**config.mk**
```make
export PLATFORM = sky130hd
export DESIGN_NAME = jacobi_result_drain
export DESIGN_NICKNAME = d
export VERILOG_FILES = /design/src/rtl/jacobi_result_drain.sv
export SDC_FILE = /design/constraint.sdc
export NUM_CORES = 2
export LEC_CHECK = 0
export BUFFER_PORTS_ARGS = -buffer_cell sky130_fd_sc_hd__buf_2
export CORE_MARGIN = 2
export CORE_UTILIZATION = 40
export DETAILED_ROUTE_END_ITERATION = 8
export GPL_TIMING_DRIVEN = 0
export HOLD_SLACK_MARGIN = 0.02
export PLACE_DENSITY_LB_ADDON = 0.05
export SYNTH_ARGS = -nofsm -noshare
export SYNTH_HDL_FRONTEND = slang
export SYNTH_SLANG_ARGS = --single-unit
```
**constraint.sdc**
```tcl
create_clock -name clk -period 3.77 [get_ports clk]
set_input_delay 0.377 -clock clk [delete_from_list [all_inputs] [get_ports clk]]
set_output_delay 0.377 -clock clk [all_outputs]
set_load 0.005 [all_outputs]
```
**src/rtl/jacobi_result_drain.sv**
```systemverilog
// Captures one (M+2)x(M+2) Jacobi result frame, accumulates interior statistics,
// then replays the frame over a ready/valid stream tagged with row/col/last.
module jacobi_result_drain #(
  parameter int M        = 4,
  parameter int MEM_SIZE = (M + 2) * (M + 2),
  parameter int DATA_W   = 32,
  parameter int SUM_W    = 48
) (
  input  logic              clk,
  input  logic              rst,
  input  logic [DATA_W-1:0] in_data,
  input  logic              in_valid,
  input  logic              in_done,
  output logic [DATA_W-1:0] out_data,
  output logic              out_valid,
  input  logic              out_ready,
  output logic              out_last,
  output logic [7:0]        out_row,
  output logic [7:0]        out_col,
  output logic [SUM_W-1:0]  interior_sum,
  output logic [DATA_W-1:0] interior_max,
  output logic              stats_valid,
  output logic              busy,
  output logic              err_short,
  output logic              err_overflow
);

  localparam int ADDR_W = $clog2(MEM_SIZE);
  localparam int CNT_W  = $clog2(MEM_SIZE + 1);
  localparam logic [7:0]       EDGE_IDX = 8'(M + 1);
  localparam logic [7:0]       M_IDX    = 8'(M);
  localparam logic [CNT_W-1:0] LAST_IDX = CNT_W'(MEM_SIZE - 1);
  localparam logic [CNT_W-1:0] ONE_CNT  = CNT_W'(1);

  typedef enum logic [1:0] {
    IDLE    = 2'd0,
    CAPTURE = 2'd1,
    DRAIN   = 2'd2
  } state_t;

  state_t            state_r;
  logic [DATA_W-1:0] buf_r [MEM_SIZE];
  logic [CNT_W-1:0]  wr_cnt_r;
  logic [CNT_W-1:0]  rd_cnt_r;
  logic [7:0]        cap_row_r;
  logic [7:0]        cap_col_r;
  logic [7:0]        drn_row_r;
  logic [7:0]        drn_col_r;
  logic [SUM_W-1:0]  acc_sum_r;
  logic [DATA_W-1:0] acc_max_r;

  logic              interior_s;
  logic              last_xfer_s;
  logic              start_s;
  logic              load_s;
  logic              wr_en_s;
  logic [CNT_W-1:0]  wr_addr_s;
  logic [SUM_W-1:0]  sum_next_s;
  logic [DATA_W-1:0] max_next_s;

  // Control decode and running-statistics update for the word being captured.
  always_comb begin
    interior_s  = (cap_row_r >= 8'd1) && (cap_row_r <= M_IDX) &&
                  (cap_col_r >= 8'd1) && (cap_col_r <= M_IDX);
    last_xfer_s = (state_r == DRAIN) && out_valid && out_ready && out_last;
    // A word arriving as the drain retires its last beat opens the next frame.
    start_s     = in_valid && ((state_r == IDLE) || last_xfer_s);
    load_s      = (state_r == DRAIN) && (!out_valid || (out_ready && !out_last));
    wr_en_s     = start_s || ((state_r == CAPTURE) && in_valid);
    if (start_s) begin
      wr_addr_s = {CNT_W{1'b0}};
    end else begin
      wr_addr_s = wr_cnt_r;
    end
    if (interior_s) begin
      sum_next_s = acc_sum_r + {{(SUM_W - DATA_W){1'b0}}, in_data};
      max_next_s = (in_data > acc_max_r) ? in_data : acc_max_r;
    end else begin
      sum_next_s = acc_sum_r;
      max_next_s = acc_max_r;
    end
  end

  // Frame buffer write port; contents survive reset.
  always_ff @(posedge clk) begin
    if (wr_en_s) begin
      buf_r[wr_addr_s[ADDR_W-1:0]] <= in_data;
    end
  end

  // Capture/drain state machine with registered stream and status outputs.
  always_ff @(posedge clk) begin
    if (rst) begin
      state_r      <= IDLE;
      busy         <= 1'b0;
      wr_cnt_r     <= {CNT_W{1'b0}};
      rd_cnt_r     <= {CNT_W{1'b0}};
      cap_row_r    <= 8'd0;
      cap_col_r    <= 8'd0;
      drn_row_r    <= 8'd0;
      drn_col_r    <= 8'd0;
      acc_sum_r    <= {SUM_W{1'b0}};
      acc_max_r    <= {DATA_W{1'b0}};
      out_data     <= {DATA_W{1'b0}};
      out_valid    <= 1'b0;
      out_last     <= 1'b0;
      out_row      <= 8'd0;
      out_col      <= 8'd0;
      interior_sum <= {SUM_W{1'b0}};
      interior_max <= {DATA_W{1'b0}};
      stats_valid  <= 1'b0;
      err_short    <= 1'b0;
      err_overflow <= 1'b0;
    end else if (start_s) begin
      state_r      <= CAPTURE;
      busy         <= 1'b1;
      wr_cnt_r     <= ONE_CNT;
      cap_row_r    <= 8'd0;
      cap_col_r    <= 8'd1;
      acc_sum_r    <= {SUM_W{1'b0}};
      acc_max_r    <= {DATA_W{1'b0}};
      out_valid    <= 1'b0;
      out_last     <= 1'b0;
      interior_sum <= {SUM_W{1'b0}};
      interior_max <= {DATA_W{1'b0}};
      stats_valid  <= 1'b0;
      err_short    <= 1'b0;
      err_overflow <= 1'b0;
    end else begin
      case (state_r)
        IDLE: begin
          busy <= 1'b0;
        end
        CAPTURE: begin
          if (in_valid) begin
            wr_cnt_r  <= wr_cnt_r + ONE_CNT;
            acc_sum_r <= sum_next_s;
            acc_max_r <= max_next_s;
            if (cap_col_r == EDGE_IDX) begin
              cap_col_r <= 8'd0;
              cap_row_r <= cap_row_r + 8'd1;
            end else begin
              cap_col_r <= cap_col_r + 8'd1;
            end
            if (wr_cnt_r == LAST_IDX) begin
              state_r      <= DRAIN;
              stats_valid  <= 1'b1;
              interior_sum <= sum_next_s;
              interior_max <= max_next_s;
              rd_cnt_r     <= {CNT_W{1'b0}};
              drn_row_r    <= 8'd0;
              drn_col_r    <= 8'd0;
            end else if (in_done) begin
              state_r   <= IDLE;
              busy      <= 1'b0;
              err_short <= 1'b1;
            end
          end else if (in_done) begin
            state_r   <= IDLE;
            busy      <= 1'b0;
            err_short <= 1'b1;
          end
        end
        DRAIN: begin
          if (in_valid) begin
            err_overflow <= 1'b1;
          end
          if (last_xfer_s) begin
            state_r   <= IDLE;
            busy      <= 1'b0;
            out_valid <= 1'b0;
            out_last  <= 1'b0;
          end else if (load_s) begin
            out_data  <= buf_r[rd_cnt_r[ADDR_W-1:0]];
            out_row   <= drn_row_r;
            out_col   <= drn_col_r;
            out_last  <= (rd_cnt_r == LAST_IDX);
            out_valid <= 1'b1;
            rd_cnt_r  <= rd_cnt_r + ONE_CNT;
            if (drn_col_r == EDGE_IDX) begin
              drn_col_r <= 8'd0;
              drn_row_r <= drn_row_r + 8'd1;
            end else begin
              drn_col_r <= drn_col_r + 8'd1;
            end
          end
        end
        default: begin
          state_r <= IDLE;
          busy    <= 1'b0;
        end
      endcase
    end
  end

endmodule

```
Word-level counts from Yosys, hierarchy flattened:

Memories as Yosys holds them, arrays and structs flattened. A register that Yosys moved wholly into a read port is not among the register bits.
Cells that the tools add are included.

* memories kept: 1
* memory bits (writable): 1152
* input port bits: 37
* bits in registers: 228
* word-level logic and storage cells: 135

Memory list
* buf_r: words 36, bits a word 32, rd ports 1, clocked after memory_dff 1, wr ports 1, RTL line 42 `logic [DATA_W-1:0] buf_r [MEM_SIZE];`

* $lt $le $gt $ge: 5
* equal/unequal tests: 16
* muxes and demuxes: 47
* bitwise gates (word level): 3
* add/subtract/negate cells: 7
* reductions and logical operators: 34

Operators with widths (number)
* $mux 8: 9
* $mux 32: 2
* $add 48x32->48: 1
* $mux 48: 1
* $add 8x1->8 const B: 4
* $gt 32x32->1: 1
* $pmux 8 s2: 2
* $mux 6: 5
* $mux 1: 21
* $eq 8x3->1 const B: 2
* $ge 8x1->1 const B: 2
* $le 8x3->1 const B: 2
* $reduce_and 2->1: 8
* $add 6x1->6 const B: 2
* $eq 6x6->1 const B: 2
* $ne 2x2->1 const B: 6
* $pmux 6 s2: 1
* $logic_and 1x1->1: 10
* $mux 2: 4
* $reduce_bool 2->1: 4
* $reduce_and 7->1: 1
* $pmux 2 s3: 1
* $reduce_and 3->1: 2
* $reduce_and 6->1: 1
* 12 further kinds: 18

Logic depth before layout (Yosys ltp):

* word-level depth: 9
* depth in mapped cells: 13

Worst setup path before layout:

Ideal clock, no wire load.

* path kind: register to register
* start point: register state_r[0]
* end point: memory buf_r[0][0], enable pin
* required time: 3.304 ns
* stages on the path, launching flop included: 6
* setup time: 0.466 ns
* slack: -0.090 ns
* data arrival time: 3.394 ns
* cell sequence: dfxtp_1 -> nor2b_1 -> nand2_1 -> nor2_1 -> nand2_1 -> o21ai_0

* word-level cells in the longest chain between the ends: 9
* elaborated cells between the ends (all ways): 13

RTL lines
* start, declared: RTL line 41 `state_t state_r;`
* start signal, assigned: RTL line 94 `state_r <= IDLE;`
* start signal, assigned: RTL line 115 `state_r <= CAPTURE;`
* start signal, assigned: RTL line 146 `state_r <= DRAIN;`
* $eq 2x2->1: RTL line 65 `last_xfer_s = (state_r == DRAIN) && out_valid && out_ready && out_last;`
* $logic_and 1x1->1 (3 in a row): RTL line 65
* $logic_or 1x1->1: RTL line 67 `start_s = in_valid && ((state_r == IDLE) || last_xfer_s);`
* $logic_and 1x1->1: RTL line 67
* $logic_or 1x1->1: RTL line 69 `wr_en_s = start_s || ((state_r == CAPTURE) && in_valid);`
* $mux 1: RTL line 86 `if (wr_en_s) begin`
* $mux 1 (not written as such): RTL line 87 `buf_r[wr_addr_s[ADDR_W-1:0]] <= in_data;`
* end, declared: RTL line 42

Parallel ways exist; a longest one is shown, timed or not.

==> results.json <==
{
  "pwr_per_cell_area_mw_per_mm2": 484.1,
  "netlist_top_cells_area": "sky130_fd_sc_hd__edfxtp_1, sky130_fd_sc_hd__mux4_2, sky130_fd_sc_hd__dfxtp_1, sky130_fd_sc_hd__nand2_1, sky130_fd_sc_hd__a21oi_1",
  "synth.distinct_cells": 72,
  "leakage_nw": 21.32,
  "cp_max_fo": 10,
  "drc": 0,
  "hold_path_depth": 3,
  "post_synth_and_or_nand_nor_area_fraction_pct": 5.097,
  "number_of_global_route_vias_before_repair": 33670,
  "async_flop_share_pct": 0,
  "drv_cap": 0,
  "synth_most_common_cell": "sky130_fd_sc_hd__edfxtp_1",
  "cts_buffers": 155,
  "synth_warnings": 0,
  "synth_top_family_by_area": "multiplexers",
  "dieArea_mm2": 0.1460,
  "achievable-frequency_ghz": 0.2740,
  "grt_use_total_pct": 22.95,
  "area_delta_synth_final_pct": 17.20,
  "yosys_register_bits": 1412,
  "status": "finished, final reports clean",
  "period_minus_slack_ns": 3.650,
  "placed_cell_area_mm2": 0.06150,
  "crit-reg2reg-capture": "out_data[1]",
  "fin_skew_ns": 0.03247,
  "netlist_instances": 3393,
  "cp.required_ns": 4.43,
  "critPathArrivalTime_ns": 4.31,
  "worst_min_delay_path_startpoint": "in_data[18]",
  "post_dr_vias_cell": 5.603,
  "vdd_ir_drop_max_v": 0.0003249,
  "timing_worst_slew_pin_value_ns": 1.198,
  "sum_of_net_half_perimeters_after_detailed_placement_um": 113100,
  "clock_transition_at_path_regs_ns": 0.06,
  "slew_headroom_pct": 20.15,
  "grt_pass1_wl_um": 239800,
  "synth_area_in_compound_gates_pct": 5.067,
  "synth_largest_type_area_fraction_pct": 60.51,
  "fill_cells": 12060,
  "die_height_um": 382.0,
  "drive_gt1_share_pct": 24.03,
  "design.final.nets": 3917,
  "fp-row-count": 138,
  "worstSkewPairLatency_ns": 0.80,
  "synth.cells.most_frequent": "sky130_fd_sc_hd__edfxtp_1, sky130_fd_sc_hd__mux4_2, sky130_fd_sc_hd__nand2_1",
  "worstReg2RegStart": "rd_cnt_r[1]",
  "report.final.hold_viol_count": 0,
  "drt_pre_antenna_iters": 7,
  "synth_mux_area_share_pct": 15.62,
  "number_of_levels_in_the_clock_h_tree": 4,
  "end_kind": "flip-flop",
  "wire_length_after_detailed_routing_um": 166900,
  "drtAntennaViolNets": 0,
  "tritoncts": "built",
  "finalInstanceArea_mm2": 0.06700,
  "grt_antenna_before_repair": 7,
  "die-width_um": 382.0,
  "drt-initial-drc-count": 2868,
  "synthAdderAreaFrac_pct": 1.720,
  "coreArea_mm2": 0.1418,
  "initial_utilization_pct": 40.33,
  "setup.worst_path.class": "flip-flop to flip-flop",
  "seq_area_frac_synth_pct": 69.62,
  "layout_worst_path_cycle_share_pct": 96.81,
  "synth_area_per_cell_um2": 16.85,
  "timing.reg2reg.setup_slack_ns": 0.12,
  "finalSetupViolCount": 0,
  "global_placer_s_final_weighted_congestion": 0.8616,
  "grt_overflow": 0,
  "startpoint_type": "flip-flop",
  "timing.hold.worst_endpoint": "acc_max_r[18]",
  "synth_enable_flop_cells": 1152,
  "wl_per_cell_um": 28.65,
  "setup_repair_after_global_routing_missed_its_margin": "no",
  "synth_xor_area_share_pct": 1.118,
  "slew_violations": 0,
  "timing.setup.tns_ns": 0,
  "post_synthesis_cell_area_mm2": 0.05717,
  "most_used_dff_post_synth": "sky130_fd_sc_hd__edfxtp_1",
  "io_buffers": 170,
  "yosysTopAreaCell": "sky130_fd_sc_hd__edfxtp_1",
  "hold_path_class": "input pin to flip-flop",
  "routed-via-count": 32650,
  "syn-num-nets": 3508,
  "grt_max_degree": 42,
  "rr_worst_depth": 9,
  "ctsLongestPathBuffers": 3,
  "ios": 171,
  "ctsRootBufferMaster": "sky130_fd_sc_hd__clkbuf_16",
  "cts.sinks": 1412
}
[cell type report]
cell class	instances	area, um2	share of cell area, %
Sequential cell	1412	39800	59.40
Multi-Input combinational cell	1729	16640	24.83
Clock buffer	203	4190	6.254
Tap cell	1890	2365	3.530
Timing Repair Buffer	252	2152	3.212
Buffer	199	858.3	1.281
Clock inverter	84	787.0	1.175
Inverter	53	198.9	0.2969
Antenna cell	4	10.01	0.01494
[state kept, by name, indices dropped and copies added (netlist names), 32 cells and up]
| name | count |
|---|---|
| buf_r | 1152 |
| acc_sum_r | 48 |
| interior_sum | 48 |
| acc_max_r | 32 |
| interior_max | 32 |
| out_data | 32 |
[routing by layer]
layer / vias up / routed length [um] / GRT usage [%]
met1: 17260 / 72000 / 31.10
met5: - / 0 / 0
met3: 231 / 7991 / 3.139
li1: 14240 / - / -
met4: 0 / 3809 / 5.913
met2: 909 / 83130 / 39.04
[where the power goes]
part	internal [W]	switching [W]	total [W]
combinational	0.000186	0.000591	0.000778
sequential	0.0169	0.0000147	0.0169
clock	0.00839	0.00636	0.0147
[worst max-delay path by stage]
| stage | from | end | slack (ns) | depth (start not counted) |
|---|---|---|---|---|
| floorplan | state_r[0] | buf_r[32][0] | 0.46 | 6 |
| global placement | state_r[0] | buf_r[35][17] | -2.48 | 6 |
| detailed placement | rd_cnt_r[1] | out_data[22] | -0.90 | 9 |
| CTS | rd_cnt_r[0] | out_data[22] | 0.01 | 8 |
| global route | rd_cnt_r[0] | out_data[31] | 0.01 | 8 |
| finish | rd_cnt_r[1] | out_data[1] | 0.12 | 9 |
[cells by family (layout without fill, tap and decap cells)]
logic type / count (synthesis) / after routing
buf+inv: 252 / 791
xor+xnor: 73 / 73
fa+ha+maj: 78 / 78
mux: 452 / 452
flops: 1412 / 1412
compound gates: 480 / 480
other cells: 0 / 4
simple gates: 646 / 646
[through the flow]
stage	utilization (%)	hold slack, ns	instances	total power, W	worst slack, ns
after floorplan	-	0.4436	3393	0.01754	0.4563
after global placement	42.60	0.4462	5453	0.01797	-2.485
after detailed placement	43.38	0.4431	5493	0.01801	-0.9013
after CTS	47.04	0.1803	5795	0.03278	0.01236
after global routing	47.26	0.2545	5823	0.03345	0.009567
final	47.26	0.2272	5826	0.03243	0.1203
[placed cells by master (no fill, tap or decap), drive strengths merged, types with 14 or more instances in the layout]
| cell type | instances |
|---|---|
| and3 | 17 |
| a21oi | 203 |
| edfxtp | 1152 |
| buf | 315 |
| ha | 77 |
| clkbuf | 333 |
| a31oi | 21 |
| mux2i | 100 |
| nand3 | 36 |
| and2 | 15 |
| clkinv | 67 |
| inv | 59 |
| o31ai | 15 |
| mux4 | 352 |
| nand4 | 32 |
| a211oi | 24 |
| xnor2 | 36 |
| dfxtp | 260 |
| o21ai | 138 |
| a21o | 14 |
| xor2 | 37 |
| nor2 | 145 |
| nand2 | 317 |
| or4 | 16 |
[worst max-delay path, cell delays in order (launching register included)]
cell,delay (ns)
sky130_fd_sc_hd__dfxtp_1,0.37
sky130_fd_sc_hd__clkbuf_2,0.45
sky130_fd_sc_hd__clkbuf_2,0.54
sky130_fd_sc_hd__clkbuf_1,0.62
sky130_fd_sc_hd__clkbuf_1,0.66
sky130_fd_sc_hd__mux4_2,0.43
sky130_fd_sc_hd__nand2_1,0.11
sky130_fd_sc_hd__o21ai_0,0.14
sky130_fd_sc_hd__nand2_1,0.12
sky130_fd_sc_hd__a21oi_1,0.06
[what timing repair did]
item,4_1_cts,5_1_grt
resized for setup,20,16
setup endpoints to repair,244,127
pin swaps,4,8
hold buffers,3,0
gates cloned,0,0
setup buffers,12,27
endpoints found under the hold margin,5,0
Note: power is estimated with default switching activity, not from simulation.
